`config.mk`:
```
export PLATFORM = sky130hd
export DESIGN_NAME = sys_bus_arbiter_flat
export DESIGN_NICKNAME = d
export VERILOG_FILES = /design/src/rtl/sys_bus_arb_pkg.sv /design/src/rtl/sys_bus_arbiter_if.sv /design/src/rtl/sys_bus_arb_rr2.sv /design/src/rtl/sys_bus_arbiter.sv /design/src/flat_wrapper.sv
export SDC_FILE = /design/constraint.sdc
export NUM_CORES = 1
export LEC_CHECK = 0
export CAP_MARGIN = 20
export CORE_UTILIZATION = 33
export CTS_CLUSTER_SIZE = 40
export DETAILED_ROUTE_END_ITERATION = 12
export SKIP_LAST_GASP = 1
export SLEW_MARGIN = 15
export SYNTH_ARGS = -nofsm -noshare
export SYNTH_HDL_FRONTEND = slang
export SYNTH_SLANG_ARGS = --single-unit
```
`constraint.sdc`:
```
create_clock -name sys_clk_i -period 9.2 [get_ports sys_clk_i]
set_input_delay 1.38 -clock sys_clk_i [delete_from_list [all_inputs] [get_ports sys_clk_i]]
set_output_delay 1.38 -clock sys_clk_i [all_outputs]
set_load 0.005 [all_outputs]
```
`src/rtl/sys_bus_arb_pkg.sv`:
```
// Shared types for the two-master system bus arbiter.
// Counter sizing helper is only used when SYS_BUS_ARB_TIMEOUT_EN is defined.
package sys_bus_arb_pkg;

  typedef enum logic [1:0] {
    IDLE,
    ISSUE,
    WAIT
  } state_t;

  typedef logic mst_t;

  localparam int CNT_MIN_W = 8;

  function automatic int cnt_width(input int cyc);
    int w;
    w = $clog2(cyc + 1);
    return (w < CNT_MIN_W) ? CNT_MIN_W : w;
  endfunction

endpackage

```
`src/rtl/sys_bus_arbiter_if.sv`:
```
// Strobe bus bundle: master drives request, slave returns rdata/err/ack.
// Used for both master ports and the shared slave port of the arbiter.
interface sys_bus_arbiter_if #(
  parameter int DW = 32,
  parameter int AW = 32,
  parameter int SW = DW >> 3
);

  logic [AW-1:0] addr;
  logic [DW-1:0] wdata;
  logic [SW-1:0] sel;
  logic          wen;
  logic          ren;
  logic [DW-1:0] rdata;
  logic          err;
  logic          ack;

  modport master (
    output addr, wdata, sel, wen, ren,
    input  rdata, err, ack
  );

  modport slave (
    input  addr, wdata, sel, wen, ren,
    output rdata, err, ack
  );

endinterface

```
`src/rtl/sys_bus_arb_rr2.sv`:
```
// Two-way round-robin grant; pointer moves to the master
// opposite the one whose transaction just completed.
module sys_bus_arb_rr2
  import sys_bus_arb_pkg::*;
(
  input  logic       clk,
  input  logic       rst,
  input  logic [1:0] req,
  input  logic       done,
  input  mst_t       last,
  output logic       any,
  output mst_t       gnt
);

  mst_t ptr;

  always_ff @(posedge clk) begin
    if (rst) begin
      ptr <= 1'b0;
    end else if (done) begin
      ptr <= ~last;
    end
  end

  assign any = |req;
  assign gnt = (&req) ? ptr : req[1];

endmodule

```
`src/rtl/sys_bus_arbiter.sv`:
```
// Two-master, one-slave strobe bus arbiter, one transaction in flight.
// Define SYS_BUS_ARB_TIMEOUT_EN to bound the slave wait by TIMEOUT_CYC.
module sys_bus_arbiter
  import sys_bus_arb_pkg::*;
#(
  parameter int AXI_DW = 32,
  parameter int AXI_AW = 32,
  parameter int AXI_SW = AXI_DW >> 3
`ifdef SYS_BUS_ARB_TIMEOUT_EN
  ,
  parameter int TIMEOUT_CYC = 255
`endif
) (
  input logic               sys_clk_i,
  input logic               sys_rst_i,
  sys_bus_arbiter_if.slave  m0,
  sys_bus_arbiter_if.slave  m1,
  sys_bus_arbiter_if.master sys
);

  state_t            state;
  mst_t              cur;
  logic [1:0]        pend;
  logic [AXI_AW-1:0] l_addr  [2];
  logic [AXI_DW-1:0] l_wdata [2];
  logic [AXI_SW-1:0] l_sel   [2];
  logic [1:0]        l_we;
  logic [1:0]        strb;
  logic [1:0]        owned;
  logic [1:0]        take;
  logic              any;
  mst_t              gnt;
  logic              to_hit;
  logic              done;
  logic [AXI_DW-1:0] rsp_data;
  logic              rsp_err;

  assign strb     = {m1.wen | m1.ren, m0.wen | m0.ren};
  assign owned[0] = (state != IDLE) && !cur;
  assign owned[1] = (state != IDLE) && cur;
  assign take     = strb & ~pend & ~owned;

`ifdef SYS_BUS_ARB_TIMEOUT_EN
  localparam int CW = cnt_width(TIMEOUT_CYC);
  localparam logic [CW-1:0] CNT_LAST = CW'(TIMEOUT_CYC - 1);

  logic [CW-1:0] cnt;

  always_ff @(posedge sys_clk_i) begin
    if (sys_rst_i || state != WAIT) begin
      cnt <= '0;
    end else begin
      cnt <= cnt + 1'b1;
    end
  end

  // a real ack in the expiry cycle takes priority
  assign to_hit = !sys.ack && (cnt == CNT_LAST);
`else
  assign to_hit = 1'b0;
`endif

  assign done     = (state == WAIT) && (sys.ack || to_hit);
  assign rsp_data = sys.ack ? sys.rdata : '0;
  assign rsp_err  = sys.ack ? sys.err : 1'b1;

  sys_bus_arb_rr2 u_rr2 (
    .clk  (sys_clk_i),
    .rst  (sys_rst_i),
    .req  (pend),
    .done (done),
    .last (cur),
    .any  (any),
    .gnt  (gnt)
  );

  always_ff @(posedge sys_clk_i) begin
    if (sys_rst_i) begin
      state     <= IDLE;
      cur       <= 1'b0;
      pend      <= '0;
      l_we      <= '0;
      sys.addr  <= '0;
      sys.wdata <= '0;
      sys.sel   <= '0;
      sys.wen   <= 1'b0;
      sys.ren   <= 1'b0;
      m0.rdata  <= '0;
      m0.err    <= 1'b0;
      m0.ack    <= 1'b0;
      m1.rdata  <= '0;
      m1.err    <= 1'b0;
      m1.ack    <= 1'b0;
    end else begin
      sys.wen <= 1'b0;
      sys.ren <= 1'b0;
      m0.ack  <= 1'b0;
      m1.ack  <= 1'b0;

      if (take[0]) begin
        pend[0]    <= 1'b1;
        l_addr[0]  <= m0.addr;
        l_wdata[0] <= m0.wdata;
        l_sel[0]   <= m0.sel;
        l_we[0]    <= m0.wen;
      end
      if (take[1]) begin
        pend[1]    <= 1'b1;
        l_addr[1]  <= m1.addr;
        l_wdata[1] <= m1.wdata;
        l_sel[1]   <= m1.sel;
        l_we[1]    <= m1.wen;
      end

      unique case (state)
        IDLE: begin
          if (any) begin
            cur       <= gnt;
            pend[gnt] <= 1'b0;
            sys.addr  <= l_addr[gnt];
            sys.wdata <= l_wdata[gnt];
            sys.sel   <= l_sel[gnt];
            sys.wen   <= l_we[gnt];
            sys.ren   <= !l_we[gnt];
            state     <= ISSUE;
          end
        end
        ISSUE: begin
          state <= WAIT;
        end
        WAIT: begin
          if (done) begin
            if (cur) begin
              m1.ack   <= 1'b1;
              m1.rdata <= rsp_data;
              m1.err   <= rsp_err;
            end else begin
              m0.ack   <= 1'b1;
              m0.rdata <= rsp_data;
              m0.err   <= rsp_err;
            end
            state <= IDLE;
          end
        end
        default: begin
          state <= IDLE;
        end
      endcase
    end
  end

endmodule
```
`src/flat_wrapper.sv`:
```
// flat-port wrapper written by rule: the top's interface ports become plain ports
module sys_bus_arbiter_flat import sys_bus_arb_pkg::*;
#(
  parameter int AXI_DW = 32,
  parameter int AXI_AW = 32,
  parameter int AXI_SW = AXI_DW >> 3

)
  (sys_clk_i, sys_rst_i, m0_addr, m0_wdata, m0_sel, m0_wen, m0_ren, m0_rdata, m0_err, m0_ack, m1_addr, m1_wdata, m1_sel, m1_wen, m1_ren, m1_rdata, m1_err, m1_ack, sys_addr, sys_wdata, sys_sel, sys_wen, sys_ren, sys_rdata, sys_err, sys_ack);
  sys_bus_arbiter_if m0_i ();
  sys_bus_arbiter_if m1_i ();
  sys_bus_arbiter_if sys_i ();
  input logic sys_clk_i;
  input logic sys_rst_i;
  input wire logic [$bits(m0_i.addr)-1:0] m0_addr;
  input wire logic [$bits(m0_i.wdata)-1:0] m0_wdata;
  input wire logic [$bits(m0_i.sel)-1:0] m0_sel;
  input wire logic [$bits(m0_i.wen)-1:0] m0_wen;
  input wire logic [$bits(m0_i.ren)-1:0] m0_ren;
  output wire logic [$bits(m0_i.rdata)-1:0] m0_rdata;
  output wire logic [$bits(m0_i.err)-1:0] m0_err;
  output wire logic [$bits(m0_i.ack)-1:0] m0_ack;
  input wire logic [$bits(m1_i.addr)-1:0] m1_addr;
  input wire logic [$bits(m1_i.wdata)-1:0] m1_wdata;
  input wire logic [$bits(m1_i.sel)-1:0] m1_sel;
  input wire logic [$bits(m1_i.wen)-1:0] m1_wen;
  input wire logic [$bits(m1_i.ren)-1:0] m1_ren;
  output wire logic [$bits(m1_i.rdata)-1:0] m1_rdata;
  output wire logic [$bits(m1_i.err)-1:0] m1_err;
  output wire logic [$bits(m1_i.ack)-1:0] m1_ack;
  output wire logic [$bits(sys_i.addr)-1:0] sys_addr;
  output wire logic [$bits(sys_i.wdata)-1:0] sys_wdata;
  output wire logic [$bits(sys_i.sel)-1:0] sys_sel;
  output wire logic [$bits(sys_i.wen)-1:0] sys_wen;
  output wire logic [$bits(sys_i.ren)-1:0] sys_ren;
  input wire logic [$bits(sys_i.rdata)-1:0] sys_rdata;
  input wire logic [$bits(sys_i.err)-1:0] sys_err;
  input wire logic [$bits(sys_i.ack)-1:0] sys_ack;
  assign m0_i.addr = m0_addr;
  assign m0_i.wdata = m0_wdata;
  assign m0_i.sel = m0_sel;
  assign m0_i.wen = m0_wen;
  assign m0_i.ren = m0_ren;
  assign m0_rdata = m0_i.rdata;
  assign m0_err = m0_i.err;
  assign m0_ack = m0_i.ack;
  assign m1_i.addr = m1_addr;
  assign m1_i.wdata = m1_wdata;
  assign m1_i.sel = m1_sel;
  assign m1_i.wen = m1_wen;
  assign m1_i.ren = m1_ren;
  assign m1_rdata = m1_i.rdata;
  assign m1_err = m1_i.err;
  assign m1_ack = m1_i.ack;
  assign sys_addr = sys_i.addr;
  assign sys_wdata = sys_i.wdata;
  assign sys_sel = sys_i.sel;
  assign sys_wen = sys_i.wen;
  assign sys_ren = sys_i.ren;
  assign sys_i.rdata = sys_rdata;
  assign sys_i.err = sys_err;
  assign sys_i.ack = sys_ack;
  sys_bus_arbiter #(.AXI_DW(AXI_DW), .AXI_AW(AXI_AW), .AXI_SW(AXI_SW)) u_core (.sys_clk_i(sys_clk_i), .sys_rst_i(sys_rst_i), .m0(m0_i), .m1(m1_i), .sys(sys_i));
endmodule
```
==> metrics.md <==
| Metric | Value |
|---|---|
| Status | finished, final reports clean |
| Global route overflow | 0 |
| Post-synthesis cell count | 827 |
| CTS H-tree lvls | 1 |
| Post-cts resize count | 0 |
| Worst-margin pin slew | 1.021 ns |
| PD cells | 239.6 nW/µm² |
| R2R Setup Slk | 6.54 ns |
| Drt drc | 0 |
| Clk root buf | clkbuf_16 |
| Input/output buffers | 313 |
| Distinct cells, synth | 36 |
| CP endpoint | u_core.l_wdata[0][6] |
| Reg-to-Reg End | u_core.l_wdata[1][15] |
| Hold Fails Final Rpt | 0 |
| Mapped Nets | 1003 |
| Clock Latency Late Sink | 0.56 ns |
| Vias | 8129 |
| Top FF cell, synth | dfxtp_1 |
| Placed inst area | 13450 µm² |
| Initial antenna violation count | 3 |
| Area grow syn2layout | 42.26% |
| Synth top area cells | edfxtp_1, dfxtp_1, nand4_1 |
| DIE WIDTH | 177.1 µm |
| DIE HEIGHT | 177.1 µm |
| Core ar. | 29870 µm² |
| Setup crit start | sys_rst_i |
| Setup Buffers After CTS | 0 |
| Worst setup EP type | register |
| Startpoint types | primary input |
| Pleak | 4.640 nW |
| Most common cell in the netlist | dfxtp_1 |
| First-pass GRT wire length | 46.18 mm |
| Die ar. | 31350 µm² |
| DPL Wire Length | 18.86 mm |
| Fmax | 332.6 MHz |
| Final Setup Violations | 0 |
| Crit Path Category | in -> reg |
| Routed wire per std cell | 20.58 µm |
| Critical-path maximum fanout | 68 |
| Fin Clk Skew | 0.008699 ns |
| # nets final | 1266 |
| Final Worst Setup Slack | 6.193 ns |
| I/O pin cnt | 314 |
| Asr flop ratio synth | 0 |
| Vias in the first global route | 8151 |
| Setup TNS | 0 ns |
| Slew Limit Headroom | 0.3193 |
| Worst path required time | 9.37 ns |
| Max-cap violations | 0 |
| Tightest Hold Check Type | reg -> reg |
| RSZ-0062 raised after global routing | no |
| CTS tree | yes |
| Starting Density | 0.3385 |
| Final min period | 3.007 ns |
| CP arrival | 3.17 ns |
| Mapped Area | 10110 µm² |
| Synth top area share | 0.4038 |
| Layout cells sized above 1 | 0.06565 |
| GRT Total Usage | 0.1897 |
| GP Congestion | 0.7567 |
| Avg Cell Area, Syn | 12.23 µm² |
| Clock sinks | 282 |
| Peak supply drop | 0.1356 mV |
| FF-to-FF Start | u_core.pend[1] |
| Final Cycle Share | 0.3268 |
| Area leader, netlist | edfxtp_1 |
| Fin area | 14390 µm² |
| Largest net degree at the start of global routing | 90 |
| First-pass DRT Iterations | 5 |
| Via-to-Cell Ratio | 5.409 |
| TritonCTS Buffers | 29 |
| Synthesis warning total | 0 |
| Seq/Total Area, Yosys | 0.6928 |
| Dpl ws | 5.606 ns |
| Fin. max-slew vios | 0 |
| Detailed Route WL | 30.93 mm |
| Hold bufs inserted after CTS | 0 |
| Design Power | 3.447 mW |
| Final ANT Viol Nets | 0 |
| Initial DRC Count | 681 |
| EDFF count, synth | 136 |
| Row cnt | 63 |
| Max clock buf depth | 3 |
| Worst reg2reg path depth | 5 |
| Top cells by count, synth | dfxtp_1, edfxtp_1, nand4_1 |
| Clock transition at the registers of the reported paths | 0.06 ns |
| #FFs+latches synth | 282 |
==> worst min-delay path by stage <==
stage | startpoint | end | slack, ns | depth (start not counted)
after global placement | u_core.m0.rdata[28] | u_core.m0.rdata[28] | 0.44 | 2
after global routing | u_core.m0.rdata[6] | u_core.m0.rdata[6] | 0.47 | 2
after CTS | u_core.m0.rdata[29] | u_core.m0.rdata[29] | 0.45 | 2
final | u_core.m0.rdata[7] | u_core.m0.rdata[7] | 0.45 | 2
after detailed placement | u_core.m0.rdata[29] | u_core.m0.rdata[29] | 0.45 | 2
after floorplan | u_core.l_we[1] | u_core.l_we[1] | 0.45 | 2
==> report_power, final <==
group,leakage (nW),switching [mW],internal [mW]
logic,1.72,0.425,0.295
clock network,0.456,0.482,0.664
registers,2.46,0.0873,1.49
total,4.64,0.994,2.45
==> critical path: stages <==
cell	delay (ns)
buf_4	0.44
buf_4	0.73
nor2_4	0.05
buf_4	0.39
==> layout by cell type (no fill, tap or decap), types with 2 or more instances in the layout <==
cell type | Yosys | layout
clkdlybuf4s50_1 | 0 | 311
dfxtp_1 | 146 | 144
nand4_1 | 136 | 136
edfxtp_1 | 136 | 136
o21ai_0 | 70 | 70
a31oi_1 | 68 | 68
a21oi_1 | 36 | 36
nand3_1 | 35 | 35
nand2_1 | 34 | 33
a32o_1 | 32 | 32
clkbuf_16 | 0 | 29
buf_4 | 0 | 16
clkbuf_1 | 64 | 7
clkbuf_8 | 0 | 7
nor2_1 | 8 | 5
clkinv_1 | 0 | 5
inv_1 | 4 | 4
nor2_4 | 0 | 3
or2_2 | 1 | 2
a31o_2 | 2 | 2
and3b_1 | 2 | 2
nand2b_1 | 3 | 2
and3_1 | 2 | 2
clkinv_2 | 0 | 2
dfxtp_2 | 0 | 2
==> kinds of logic after synthesis <==
group | after synthesis | share of synthesized area
buffers and inverters | 100 | 0.04342
AO/OA/AOI/OAI | 217 | 0.1351
AND/OR/NAND/NOR | 227 | 0.1277
flip-flops | 282 | 0.6928
multiplexers | 1 | 0.0009898
==> state kept, by name, indices dropped and copies added (netlist names), 2 cells and up <==
signal / cells
u_core.l_addr: 64
u_core.l_sel: 8
u_core.l_wdata: 64
u_core.l_we: 2
u_core.m0.rdata: 32
u_core.m1.rdata: 32
u_core.pend: 2
u_core.state: 2
u_core.sys.addr: 32
u_core.sys.sel: 4
u_core.sys.wdata: 32
==> layer usage <==
metal  GRT usage  vias to the layer above  routed length, µm
met1      0.2361                     3921              12770
li1            -                     3762                  -
met3     0.05606                       59               2825
met5           0                        -                 28
met2      0.3148                      383              14460
met4     0.05819                        4                844
==> stage by stage <==
step / util / cells / hold WS [ns]
after floorplan: - / 827 / 0.4526
after global placement: 0.4502 / 1449 / 0.4418
after global routing: 0.4815 / 1502 / 0.4691
final: 0.4816 / 1503 / 0.4528
after CTS: 0.4815 / 1502 / 0.4542
after detailed placement: 0.4502 / 1449 / 0.4459
==> layout make-up <==
cell class	count	area [µm²]
Sequential cell	282	7009
Multi-Input combinational cell	445	2700
Clock inverter	10	86.33
Inverter	4	15.01
Tap cell	390	488.0
Timing Repair Buffer	328	3238
Clock buffer	43	848.3
Antenna cell	1	2.502
Fill cell	2691	15490
(Power assumes the default switching activity.)
